==> src/rtl/lcplc_pkg.sv <==
// Shared helpers for the LCPLC predictor datapath stages
// (block_mean_calc, alpha_calc and the planned xhatmean stage).
package lcplc_pkg;

  // Accumulator width for a block of 2^blk_log samples of data_w bits.
  // The sum of N full-scale samples never exceeds this width.
  function automatic int acc_width(input int data_w, input int blk_log);
    return data_w + blk_log;
  endfunction

  // Half an LSB of the block mean, added before the shift to get
  // round-half-up division by 2^blk_log.
  function automatic int round_offset(input int blk_log);
    return 1 << (blk_log - 1);
  endfunction

endpackage

==> src/rtl/block_mean_calc_if.sv <==
// Stream bundle for block_mean_calc: sample input stream plus block mean
// output stream.
//
// Handshake semantics (both streams): a beat transfers on a rising clock
// edge where valid && ready. A source holds valid and data stable until the
// beat transfers. On the sample stream, ready may depend combinationally on
// the mean stream's ready; no other path through the block is combinational.
interface block_mean_calc_if #(
  parameter int DATA_WIDTH = 16
);

  logic                  x_valid;
  logic                  x_ready;
  logic [DATA_WIDTH-1:0] x_data;
  logic                  xmean_valid;
  logic                  xmean_ready;
  logic [DATA_WIDTH-1:0] xmean_data;

  // Block side: consumes samples, produces means.
  modport slave (
    input  x_valid,
    input  x_data,
    input  xmean_ready,
    output x_ready,
    output xmean_valid,
    output xmean_data
  );

  // Environment side: produces samples, consumes means.
  modport master (
    output x_valid,
    output x_data,
    output xmean_ready,
    input  x_ready,
    input  xmean_valid,
    input  xmean_data
  );

endinterface

==> src/rtl/block_mean_calc.sv <==
// Block mean of an unsigned sample stream: accumulates 2^BLOCK_SIZE_LOG
// samples and emits one round-half-up mean per block. Accumulation of the
// next block overlaps with the wait for the previous mean to be taken; only
// the final sample of a block stalls while an untaken mean is held.
module block_mean_calc
  import lcplc_pkg::*;
#(
  parameter int DATA_WIDTH     = 16,
  parameter int BLOCK_SIZE_LOG = 8
) (
  input  logic                clk,
  input  logic                rst,
  block_mean_calc_if.slave    bus
);

  localparam int                        ACC_WIDTH = acc_width(DATA_WIDTH, BLOCK_SIZE_LOG);
  localparam logic [BLOCK_SIZE_LOG-1:0] CNT_LAST  = '1;
  localparam logic [ACC_WIDTH-1:0]      ROUND_OFS = ACC_WIDTH'(round_offset(BLOCK_SIZE_LOG));

  logic [BLOCK_SIZE_LOG-1:0] cnt_q, cnt_d;
  logic [ACC_WIDTH-1:0]      acc_q, acc_d;
  logic                      xmean_valid_q, xmean_valid_d;
  logic [DATA_WIDTH-1:0]     xmean_data_q, xmean_data_d;

  logic                      at_last;
  logic                      x_ready;
  logic                      accept;
  logic                      last_accept;
  logic [ACC_WIDTH-1:0]      sum_last;
  logic [DATA_WIDTH-1:0]     mean_w;

  // Stall only the closing sample of a block while a mean is still untaken;
  // a take in the same cycle frees the output register, hence the
  // combinational dependency on xmean_ready.
  assign at_last     = (cnt_q == CNT_LAST);
  assign x_ready     = !(at_last && xmean_valid_q && !bus.xmean_ready);
  assign accept      = bus.x_valid && x_ready;
  assign last_accept = accept && at_last;

  // Block sum including the closing sample plus half an LSB; the top
  // DATA_WIDTH bits after the shift are the rounded mean. Full-scale input
  // lands exactly on 2^DATA_WIDTH-1, so no clipping is required.
  assign sum_last = acc_q + ACC_WIDTH'(bus.x_data) + ROUND_OFS;
  assign mean_w   = DATA_WIDTH'(sum_last >> BLOCK_SIZE_LOG);

  assign bus.x_ready     = x_ready;
  assign bus.xmean_valid = xmean_valid_q;
  assign bus.xmean_data  = xmean_data_q;

  // Next sample position within the block; wraps to 0 after the last one.
  always_comb begin
    cnt_d = cnt_q;
    if (accept) begin
      cnt_d = cnt_q + BLOCK_SIZE_LOG'(1);
    end
  end

  // Next accumulator value; cleared when the block closes.
  always_comb begin
    acc_d = acc_q;
    if (last_accept) begin
      acc_d = '0;
    end else if (accept) begin
      acc_d = acc_q + ACC_WIDTH'(bus.x_data);
    end
  end

  // Next output register value: a fresh mean wins over a take, so a
  // same-cycle take and load keeps valid high with the new data.
  always_comb begin
    xmean_valid_d = xmean_valid_q;
    xmean_data_d  = xmean_data_q;
    if (last_accept) begin
      xmean_valid_d = 1'b1;
      xmean_data_d  = mean_w;
    end else if (xmean_valid_q && bus.xmean_ready) begin
      xmean_valid_d = 1'b0;
    end
  end

  // Sample counter register.
  always_ff @(posedge clk or negedge rst) begin
    if (!rst) begin
      cnt_q <= '0;
    end else begin
      cnt_q <= cnt_d;
    end
  end

  // Accumulator register.
  always_ff @(posedge clk or negedge rst) begin
    if (!rst) begin
      acc_q <= '0;
    end else begin
      acc_q <= acc_d;
    end
  end

  // Output mean register and its valid flag.
  always_ff @(posedge clk or negedge rst) begin
    if (!rst) begin
      xmean_valid_q <= 1'b0;
      xmean_data_q  <= '0;
    end else begin
      xmean_valid_q <= xmean_valid_d;
      xmean_data_q  <= xmean_data_d;
    end
  end

endmodule

==> src/flat_wrapper.sv <==
// flat-port wrapper written by rule: the top's interface ports become plain ports
module block_mean_calc_flat import lcplc_pkg::*;
#(
  parameter int DATA_WIDTH     = 16,
  parameter int BLOCK_SIZE_LOG = 8
)
  (clk, rst, bus_x_valid, bus_x_data, bus_xmean_ready, bus_x_ready, bus_xmean_valid, bus_xmean_data);
  block_mean_calc_if #(.DATA_WIDTH(DATA_WIDTH)) bus_i ();
  input  logic clk;
  input  logic rst;
  input wire logic [$bits(bus_i.x_valid)-1:0] bus_x_valid;
  input wire logic [$bits(bus_i.x_data)-1:0] bus_x_data;
  input wire logic [$bits(bus_i.xmean_ready)-1:0] bus_xmean_ready;
  output wire logic [$bits(bus_i.x_ready)-1:0] bus_x_ready;
  output wire logic [$bits(bus_i.xmean_valid)-1:0] bus_xmean_valid;
  output wire logic [$bits(bus_i.xmean_data)-1:0] bus_xmean_data;
  assign bus_i.x_valid = bus_x_valid;
  assign bus_i.x_data = bus_x_data;
  assign bus_i.xmean_ready = bus_xmean_ready;
  assign bus_x_ready = bus_i.x_ready;
  assign bus_xmean_valid = bus_i.xmean_valid;
  assign bus_xmean_data = bus_i.xmean_data;
  block_mean_calc #(.DATA_WIDTH(DATA_WIDTH), .BLOCK_SIZE_LOG(BLOCK_SIZE_LOG)) u_core (.clk(clk), .rst(rst), .bus(bus_i));
endmodule
==> config.mk <==
export PLATFORM = sky130hd
export DESIGN_NAME = block_mean_calc_flat
export DESIGN_NICKNAME = d
export VERILOG_FILES = /design/src/rtl/lcplc_pkg.sv /design/src/rtl/block_mean_calc_if.sv /design/src/rtl/block_mean_calc.sv /design/src/flat_wrapper.sv
export SDC_FILE = /design/constraint.sdc
export NUM_CORES = 1
export LEC_CHECK = 0
export ABC_AREA = 0
export CORE_ASPECT_RATIO = 0.6
export CORE_UTILIZATION = 63
export CTS_BUF_LIST = sky130_fd_sc_hd__clkbuf_8
export DETAILED_ROUTE_END_ITERATION = 10
export GPL_TIMING_DRIVEN = 0
export HOLD_SLACK_MARGIN = 0.05
export PLACE_DENSITY = 0.94
export SETUP_SLACK_MARGIN = 0.5
export SLEW_MARGIN = 15
export SYNTH_ARGS = -nofsm -noshare
export SYNTH_HDL_FRONTEND = slang
export SYNTH_SLANG_ARGS = --single-unit
==> constraint.sdc <==
create_clock -name clk -period 7.6 [get_ports clk]
set_input_delay 2.28 -clock clk [delete_from_list [all_inputs] [get_ports clk]]
set_output_delay 2.28 -clock clk [all_outputs]
set_load 0.05 [all_outputs]
Yosys cells after proc, flatten, opt, wreduce, memory -nomap -nowiden

Index checks and enable logic that the tools add are counted.
W data, S select, Z words.

Logic and storage cells: 21
Bits of input ports: 20
Output and inout bits: 18
Register bits: 49

Muxes and demuxes: 4
Reduce and logical (&&, ||, !) cells: 9
Equality and inequality tests: 1
Add/subtract/negate cells: 3

Operators with widths:

| operator                | number |
|---|---|
| $mux W24                | 2 |
| $add A24 B16 Y24        | 1 |
| $add A24 B8 Y24 const B | 1 |
| $add A8 B1 Y8 const B   | 1 |
| $eq A8 B8 Y1 const B    | 1 |
| $logic_and A1 B1 Y1     | 5 |
| $reduce_bool A2 Y1      | 2 |
| $logic_not A1 Y1        | 2 |
| $mux W1                 | 2 |

Logic depth before layout (Yosys ltp)

Gate-level depths: netlist of the first run.

Word-level depth: 7
Depth in mapped cells: 11
Gate-level depth less buffers: 10

Least setup slack after synthesis of the first run

OpenSTA, ideal clock, no wires.

Path type: input-to-output
Start: input port bus_xmean_ready
End: output port bus_x_ready
Buffers on the path: 0
Setup slack: 2,265 ps
Stages on the path: 1
Data arrival time: 3,055 ps
Data required time: 5,320 ps
Path through: or4_1

Cells in the longest elaborated chain, start to end: 3

Ends and longest elaborated chain:

| element             | line                  | text |
|---|---|---|
| start: declaration  | flat_wrapper.sv:13    | `input wire logic [$bits(bus_i.xmean_ready)-1:0] bus_xmean_ready;` |
| $logic_not A1 Y1    | block_mean_calc.sv:36 | `assign x_ready = !(at_last && xmean_valid_q && !bus.xmean_ready);` |
| $logic_and A1 B1 Y1 | block_mean_calc.sv:36 |  |
| $logic_not A1 Y1    | block_mean_calc.sv:36 |  |
| end: declaration    | flat_wrapper.sv:14    | `output wire logic [$bits(bus_i.x_ready)-1:0] bus_x_ready;` |

No other way between the ends.

Final worst setup path of the first run

Same ends and word-level chain as after synthesis.

==> results of run 1 <==
==> sequential cells by signal, indices dropped and copies added, names as in the netlist <==
name                    count
u_core.bus.xmean_data      16
u_core.bus.xmean_valid      1
u_core.cnt_q                8
u_core.acc_q               24
==> per-layer routing <==
metal  up-vias  global-route usage [%]  part of all wire, %
met4         0                    11.3                  1.8
met2       233                    53.3                   45
met5         -                       0                    0
met1      1611                    47.2                   42
met3        29                    9.01                   12
li1       1524                       -                    -
==> how the worst max path moves through the flow <==
stage | to | cells after the start | slack (ns) | start
5_1_grt | bus_x_ready | 3 | 1.28 | bus_xmean_ready
4_1_cts | bus_x_ready | 3 | 1.32 | bus_xmean_ready
3_3_place_gp | bus_x_ready | 3 | 1.36 | bus_xmean_ready
6_report | bus_x_ready | 3 | 1.31 | bus_xmean_ready
2_1_floorplan | bus_x_ready | 1 | 2.27 | bus_xmean_ready
3_5_place_dp | bus_x_ready | 3 | 1.33 | bus_xmean_ready
==> critical path: stages <==
cell             delay, ns
clkdlybuf4s50_1       0.41
or4_1                 0.57
clkdlybuf4s50_1       0.74
==> stage by stage <==
stage	power, mW	instances	area, um2	utilization (%)
5_1_grt	1.62	497	4090	78.5
3_3_place_gp	1.23	488	3950	75.9
6_report	1.52	497	4090	78.5
4_1_cts	1.49	497	4090	78.5
2_1_floorplan	1.07	385	3500	-
3_5_place_dp	1.28	489	3970	76.2
==> report_power, final <==
| part | leakage (nW) | internal [mW] | switching [mW] |
|---|---|---|---|
| clock | 0.0574 | 0.107 | 0.0943 |
| combinational | 1.03 | 0.358 | 0.579 |
| sequential | 0.637 | 0.328 | 0.0543 |
==> cells by family (layout without fill, tap and decap cells) <==
| group | count (synthesis) | after routing | share of synthesized area, % |
|---|---|---|---|
| AOI/OAI and AO/OA | 126 | 126 | 25.8 |
| xor gates and xnor gates | 31 | 31 | 7.97 |
| adders and majority gates | 19 | 19 | 7.01 |
| buffers and inverters | 26 | 72 | 3.25 |
| DFF | 49 | 49 | 35.0 |
| muxes | 2 | 2 | 0.572 |
| and+or+nand+nor | 132 | 132 | 20.4 |
==> synth_stat cells (all sizes together) (4+ instances only) <==
library cell	number
nand3	14
xor2	10
o31ai	4
nand3b	4
a211oi	8
a22o	10
o21ai	40
and2	7
inv	6
nand4	9
nor3	6
o21a	5
a21o	8
dfrtp	49
and4	5
and3	5
a21oi	23
buf	10
a31oi	4
nand2	51
clkbuf	10
xnor2	21
nor2	14
ha	18
==> layout make-up <==
class,instances,area [um2],share of cell area [%]
clock inverters,2,37.5,0.918
repair buffers,38,385,9.43
plain buffers,20,91.3,2.23
clock buffers,6,82.6,2.02
flip-flops and latches,49,1230,30.0
well taps,66,82.6,2.02
multi-input cells,310,2160,52.8
inverters,6,22.5,0.551
==> out/results.ini, run 1 <==
[synth]
synth-seq-area-share_pct = 35.0
syn_area_per_cell_um2 = 9.09
synth_top_area_share_pct = 35.0
synth_edf_count = 0
yosys.area.top_type = dfrtp_1
synth_area_um2 = 3500
synth-async-reset-ratio_pct = 100
netlist_instances = 385
synth_ff_type = dfrtp_1
synth-seq-cells = 49
synthTopCellsByArea = dfrtp_1 (35%), ha_1 (6.4%), nand2_1 (5.5%)
yosys_warnings = 0
synth.distinct_cells = 62
synthesis.nets = 424

[die]
io_pins = 38
start_util_pct = 67.2
die-height_um = 59.7
core_area_um2 = 5200
die_x_um = 98.2
dieArea_um2 = 5870
rows = 20

[min_path]
whs_path_depth = 1
hold_start = u_core.cnt_q[7]
hold_path.class = flip-flop to flip-flop
whs_endpoint = u_core.cnt_q[7]

[status]
outcome = complete, but fails checks
violations = design-rule violations

[sta]
setup-violations-final = 0
grt_setup_unrepaired = false
maxSlewViolCount = 0
finalWorstSetupSlack_ns = 1.31
fin_crit_sh_pct = 82.7
finalSetupTns_ns = 0
skew_ns = 0.00901
max_freq_mhz = 159
worst_slew_pin_slew_ns = 0.918
fin_hold_ws_ns = 0.475
fin_crit_ns = 6.29
finalHoldViolCount = 0
relSlewSlack_pct = 38.4

[routing]
wirelength_um = 9280
dr.pass1.iters = 10
vias_per_cell = 6.84
vias = 3397
wl_per_cell_um = 18.7
drc = 3
ant_nets = 0
drt_iter0_markers = 433

[global_routing]
grt_usage_pct = 34.2
grt_max_degree = 28
grt_overflow = 0
grt_first_pass_wirelength_um = 15300
grt_pass1_vias = 3084
antenna_found_initial = 0

[place]
port_buffers = 37
gp_congestion = 0.909
hpwlAfterDp_um = 6930
dp_slack_ns = 1.33

[critical_path]
end_kind = output port
r2r_start = u_core.acc_q[0]
crit_arrival_ns = 4.01
reg2reg_to = u_core.bus.xmean_data[10]
r2r_slack_ns = 4.01
critPathLaunchType = input pin
crit_path_max_fanout = 3
reg2regPathDepth = 10
crit_type = input pin to output port
worstPathRequired_ns = 5.32

[clock_tree]
clk_latency_ns = 0.31
cts_buffers = 5
clock_sinks = 49
path_clk_slew_ns = 0.09
htreeDepth = 2
postCtsSetupBuffers = 0
cts_resized = 0
ctsRootBufferMaster = clkbuf_8
cts_tree = yes
cts_buffer_depth = 2
ctsHoldBuffers = 0

[final_layout]
fin_nets = 469
antenna_cells = 0
areaGrowthSynthToFinish_pct = 16.8
fill_cells = 369
final_common_cell = nand2_1
final_cell_mix = nand2_1 (51), dfrtp_1 (49), clkdlybuf4s50_1 (36)
drive_gt1_share_pct = 8.82

[flow_run]
drv_cap = 0

[power]
vdd_drop_max_mv = 0.196
powerDensity_nw_per_um2 = 372
p_leak_nw = 1.72

Note: power is estimated with default switching activity, not from simulation.
==> run 2: changes to the inputs <==
--- a/config.mk
+++ b/config.mk
@@ -7,12 +7,12 @@
 export LEC_CHECK = 0
 export ABC_AREA = 0
 export CORE_ASPECT_RATIO = 0.6
-export CORE_UTILIZATION = 63
+export CORE_UTILIZATION = 53
 export CTS_BUF_LIST = sky130_fd_sc_hd__clkbuf_8
 export DETAILED_ROUTE_END_ITERATION = 10
 export GPL_TIMING_DRIVEN = 0
 export HOLD_SLACK_MARGIN = 0.05
-export PLACE_DENSITY = 0.94
+export PLACE_DENSITY = 0.85
 export SETUP_SLACK_MARGIN = 0.5
 export SLEW_MARGIN = 15
 export SYNTH_ARGS = -nofsm -noshare
==> constraint.sdc (replaced) <==
create_clock -name clk -period 5.6 [get_ports clk]
set_input_delay 1.68 -clock clk [delete_from_list [all_inputs] [get_ports clk]]
set_output_delay 1.68 -clock clk [all_outputs]
set_load 0.05 [all_outputs]
==> run 2 against run 1 <==
Largest cell class unchanged. Clock-buffer cell count stayed put. Global-route usage is 7.8 points lower. Power is 32% higher. Utilization is 13 points lower. Register-to-register slack worse by 2.0 ns. The run now ends clean.
==> out/results.ini, run 2 (same netlist as run 1, synthesis figures left out) <==
[final_layout]
fin_area_um2 = 4110
multi_input_area_um2 = 2180
drive_gt1_share_pct = 8.82
seq_area_um2 = 1230
areaGrowthSynthToFinish_pct = 17.3
final_common_cell = nand2_1
antenna_cells = 0
fill_cells = 547
fin_cells = 515
largest_reg_flops = 24
fin_nets = 469
regMostFlops = u_core.acc_q
final_cell_mix = nand2_1 (51), dfrtp_1 (49), clkdlybuf4s50_1 (36)

[die]
rows = 22
die_x_um = 107
dieArea_um2 = 6940
start_util_pct = 56.0
core_area_um2 = 6250
io_pins = 38
die-height_um = 64.9

[place]
gp_congestion = 0.884
port_buffers = 37
place_area_um2 = 3990
dpl.cell_count = 507
hpwlAfterDp_um = 6580

[status]
outcome = complete, no violations

[sta]
worst_slew_pin_slew_ns = 0.947
finalHoldViolCount = 0
fin_crit_sh_pct = 90.2
fin_crit_ns = 5.05
max_freq_mhz = 198
skew_ns = 0.00703
relSlewSlack_pct = 36.4
finalSetupTns_ns = 0
maxSlewViolCount = 0
setup-violations-final = 0
grt_setup_unrepaired = false

[clock_tree]
path_clk_slew_ns = 0.10
ctsRootBufferMaster = clkbuf_8
htreeDepth = 2
clock_sinks = 49
cts_resized = 0
cts_buffers = 5
clk_latency_ns = 0.31
cts_tree = yes
cts_buffer_depth = 2
postCtsSetupBuffers = 0
ctsHoldBuffers = 0

[global_routing]
grt_max_degree = 32
grt_overflow = 0
antenna_found_initial = 0
grt_pass1_vias = 2880
grt_first_pass_wirelength_um = 14300
grt_usage_pct = 26.4

[routing]
drc = 0
drt_iter0_markers = 252
ant_nets = 0
dr.pass1.iters = 5
vias_per_cell = 6.24
wl_per_cell_um = 16.7
wirelength_um = 8620
vias = 3214

[critical_path]
crit_type = input pin to output port
critPathLaunchType = input pin
end_kind = output port
crit_path_max_fanout = 3
reg2regPathDepth = 9
crit_arrival_ns = 3.37
worstPathRequired_ns = 3.92

[power]
powerDensity_nw_per_um2 = 488
p_leak_nw = 1.73
vdd_drop_max_mv = 0.256

[flow_run]
drv_cap = 0

[min_path]
whs_path_depth = 2
hold_path.class = flip-flop to flip-flop

## run 2: final cells by class
class / instances / share of cell area (%)
tap: 84 / 2.56
sequential: 49 / 29.9
multi-input combinational: 310 / 53.1
clock inverter: 2 / 0.335
timing repair buffer: 38 / 9.38
clock buffer: 6 / 2.01
buffer: 20 / 2.22
inverter: 6 / 0.548
## run 2: per-layer routing
metal  GRT usage [%]  share of wire, %
met5               0                 0
met4            4.45              0.89
met3            4.23               6.4
met2            38.2                40
met1            41.2                52
## run 2: worst max-delay path, cell delays in order
cell and delay (ns):
clkdlybuf4s50_1 0.41, or4_1 0.55, clkdlybuf4s50_1 0.73
## run 2: worst paths after layout
kind,start,to,slack (ns)
setup / recovery,bus_xmean_ready,bus_x_ready,0.55
setup reg to reg,u_core.acc_q[0],u_core.bus.xmean_data[12],2.05
hold / removal,u_core.bus.xmean_data[7],u_core.bus.xmean_data[7],0.49
max in group asynchronous,rst,u_core.acc_q[16],3.75
min in group asynchronous,rst,u_core.bus.xmean_data[2],1.31
hold reg to reg,u_core.bus.xmean_data[7],u_core.bus.xmean_data[7],0.49
## run 2: stage by stage
step / utilization [%] / setup WS, ns / total power [mW] / hold WS [ns]
final: 65.7 / 0.551 / 2.00 / 0.487
after detailed placement: 63.9 / 0.336 / 1.73 / 0.470
after CTS: 65.4 / 0.549 / 1.97 / 0.493
after floorplan: - / 1.09 / 1.45 / 0.446
after global routing: 65.7 / 0.503 / 2.15 / 0.511
after global placement: 63.6 / 0.430 / 1.68 / 0.460
## run 2: power breakdown
group	internal (mW)	switching, mW	leakage, nW	total (mW)
Clock	0.101	0.128	0.0512	0.228
Sequential	0.445	0.0712	0.637	0.517
Combinational	0.492	0.768	1.04	1.26
Total	1.04	0.967	1.73	2.00
==> run 3: changes to the inputs <==
--- a/config.mk
+++ b/config.mk
@@ -13,8 +13,9 @@
 export GPL_TIMING_DRIVEN = 0
 export HOLD_SLACK_MARGIN = 0.05
 export PLACE_DENSITY = 0.85
+export RECOVER_POWER = 50
 export SETUP_SLACK_MARGIN = 0.5
-export SLEW_MARGIN = 15
+export SLEW_MARGIN = 20
 export SYNTH_ARGS = -nofsm -noshare
 export SYNTH_HDL_FRONTEND = slang
 export SYNTH_SLANG_ARGS = --single-unit
==> run 3 against run 2 <==
The run now ends with max-capacitance violations, max-slew violations left. Wire length decreased by 0.38%. Cell count decreased by 0.19%. Non-clock buffer count fell by 1. Clock-buffer cell count shrank 1. Global-route usage is 0.12 points lower. First-iteration DRC count decreased by 7.1%. Combinational power hardly changed. Critical path depth stayed put. Via count hardly changed. Cell area down 1.2%. Sequential cell count unchanged. Utilization is 0.82 points lower. Largest cell class unchanged. Largest power group unchanged.
==> out/results.ini, run 3 (same netlist as run 1, synthesis figures left out) <==
[critical_path]
end_kind = output port
worstPathRequired_ns = 3.92
critPathLaunchType = input pin
reg2regPathDepth = 10
crit_path_max_fanout = 3
crit_arrival_ns = 3.51
crit_type = input pin to output port
r2r_slack_ns = 2.02

[die]
die_x_um = 107
core_area_um2 = 6250
dieArea_um2 = 6940
die-height_um = 64.9
start_util_pct = 56.0
rows = 22
io_pins = 38

[final_layout]
antenna_cells = 0
final_common_cell = nand2_1
largest_reg_flops = 24
fill_cells = 549
regMostFlops = u_core.acc_q
fin_nets = 468
final_cell_mix = nand2_1 (51), dfrtp_1 (49), o21ai_0 (35)
drive_gt1_share_pct = 8.37
areaGrowthSynthToFinish_pct = 15.9

[global_routing]
grt_pass1_vias = 2844
grt_overflow = 0
grt_first_pass_wirelength_um = 14200
grt_max_degree = 50
antenna_found_initial = 0
grt_usage_pct = 26.2

[routing]
drt_iter0_markers = 234
drc = 0
ant_nets = 0
wl_per_cell_um = 16.7
vias_per_cell = 6.26
dr.pass1.iters = 5
vias = 3217
wirelength_um = 8590

[sta]
worst_slew_pin_slew_ns = 2.72
max_freq_mhz = 193
grt_setup_unrepaired = false
fin_crit_sh_pct = 92.6
skew_ns = 0.00665
maxSlewViolCount = 50
relSlewSlack_pct = -81.5
setup-violations-final = 0
finalHoldViolCount = 0
finalSetupTns_ns = 0
fin_crit_ns = 5.19

[clock_tree]
clk_latency_ns = 0.31
cts_buffers = 5
cts_buffer_depth = 2
cts_tree = yes
cts_resized = 0
path_clk_slew_ns = 0.09
htreeDepth = 2
clock_sinks = 49
ctsRootBufferMaster = clkbuf_8
ctsHoldBuffers = 0
postCtsSetupBuffers = 0

[status]
violations = max-capacitance violations, max-slew violations
outcome = complete, but fails checks

[power]
finalPower_mw = 1.96
vdd_drop_max_mv = 0.261
powerDensity_nw_per_um2 = 484
p_leak_nw = 1.71

[flow_run]
drv_cap = 1

[place]
hpwlAfterDp_um = 6440
gp_congestion = 0.884
port_buffers = 37

[min_path]
hold_path.class = flip-flop to flip-flop
whs_path_depth = 2

run 3: per-layer routing:
| metal | up-vias | GRT usage, % | part of all wire [%] |
|---|---|---|---|
| met5 | - | 0 | 0 |
| met4 | 0 | 3.94 | 0.66 |
| met3 | 7 | 4.12 | 7.6 |
| met2 | 106 | 39.1 | 41 |
| met1 | 1581 | 40.4 | 51 |
| li1 | 1523 | - | - |
run 3: worst paths after layout:
path,endpoint,from
min in group asynchronous,u_core.bus.xmean_data[2],rst
setup / recovery,bus_x_ready,bus_xmean_ready
max in group asynchronous,u_core.cnt_q[5],rst
hold reg to reg,u_core.bus.xmean_data[5],u_core.bus.xmean_data[5]
setup reg to reg,u_core.bus.xmean_data[12],u_core.acc_q[0]
hold / removal,u_core.bus.xmean_data[5],u_core.bus.xmean_data[5]
run 3: layout make-up:
cell class	count	area [um2]	share of cell area, %
multi-input cells	310	2160	53.3
flip-flops and latches	49	1230	30.2
repair buffers	37	364	8.98
well taps	84	105	2.59
plain buffers	20	91.3	2.25
clock buffers	5	68.8	1.70
inverters	6	22.5	0.555
clock inverters	3	17.5	0.432
run 3: stage by stage:
| step | hold WS (ns) | setup slack [ns] | instance area (um2) | utilization [%] | cells |
|---|---|---|---|---|---|
| after detailed placement | 0.469 | 0.350 | 3970 | 63.6 | 506 |
| after global routing | 0.511 | 0.373 | 4060 | 64.9 | 514 |
| final | 0.476 | 0.415 | 4060 | 64.9 | 514 |
| after CTS | 0.490 | 0.549 | 4060 | 65.0 | 514 |
| after global placement | 0.460 | 0.430 | 3980 | 63.6 | 506 |
| after floorplan | 0.446 | 1.09 | 3500 | - | 385 |
run 3: worst max-delay path, cell delays in order:
cell and delay (ns):
dlygate4sd3_1 0.54, or4_1 0.55, clkdlybuf4s50_1 0.73
run 3: report_power, final:
| part | leakage, nW | internal [mW] | switching (mW) |
|---|---|---|---|
| Combinational | 1.03 | 0.484 | 0.753 |
| Sequential | 0.637 | 0.445 | 0.0723 |
| Clock | 0.0439 | 0.0865 | 0.123 |
| Total | 1.71 | 1.02 | 0.948 |
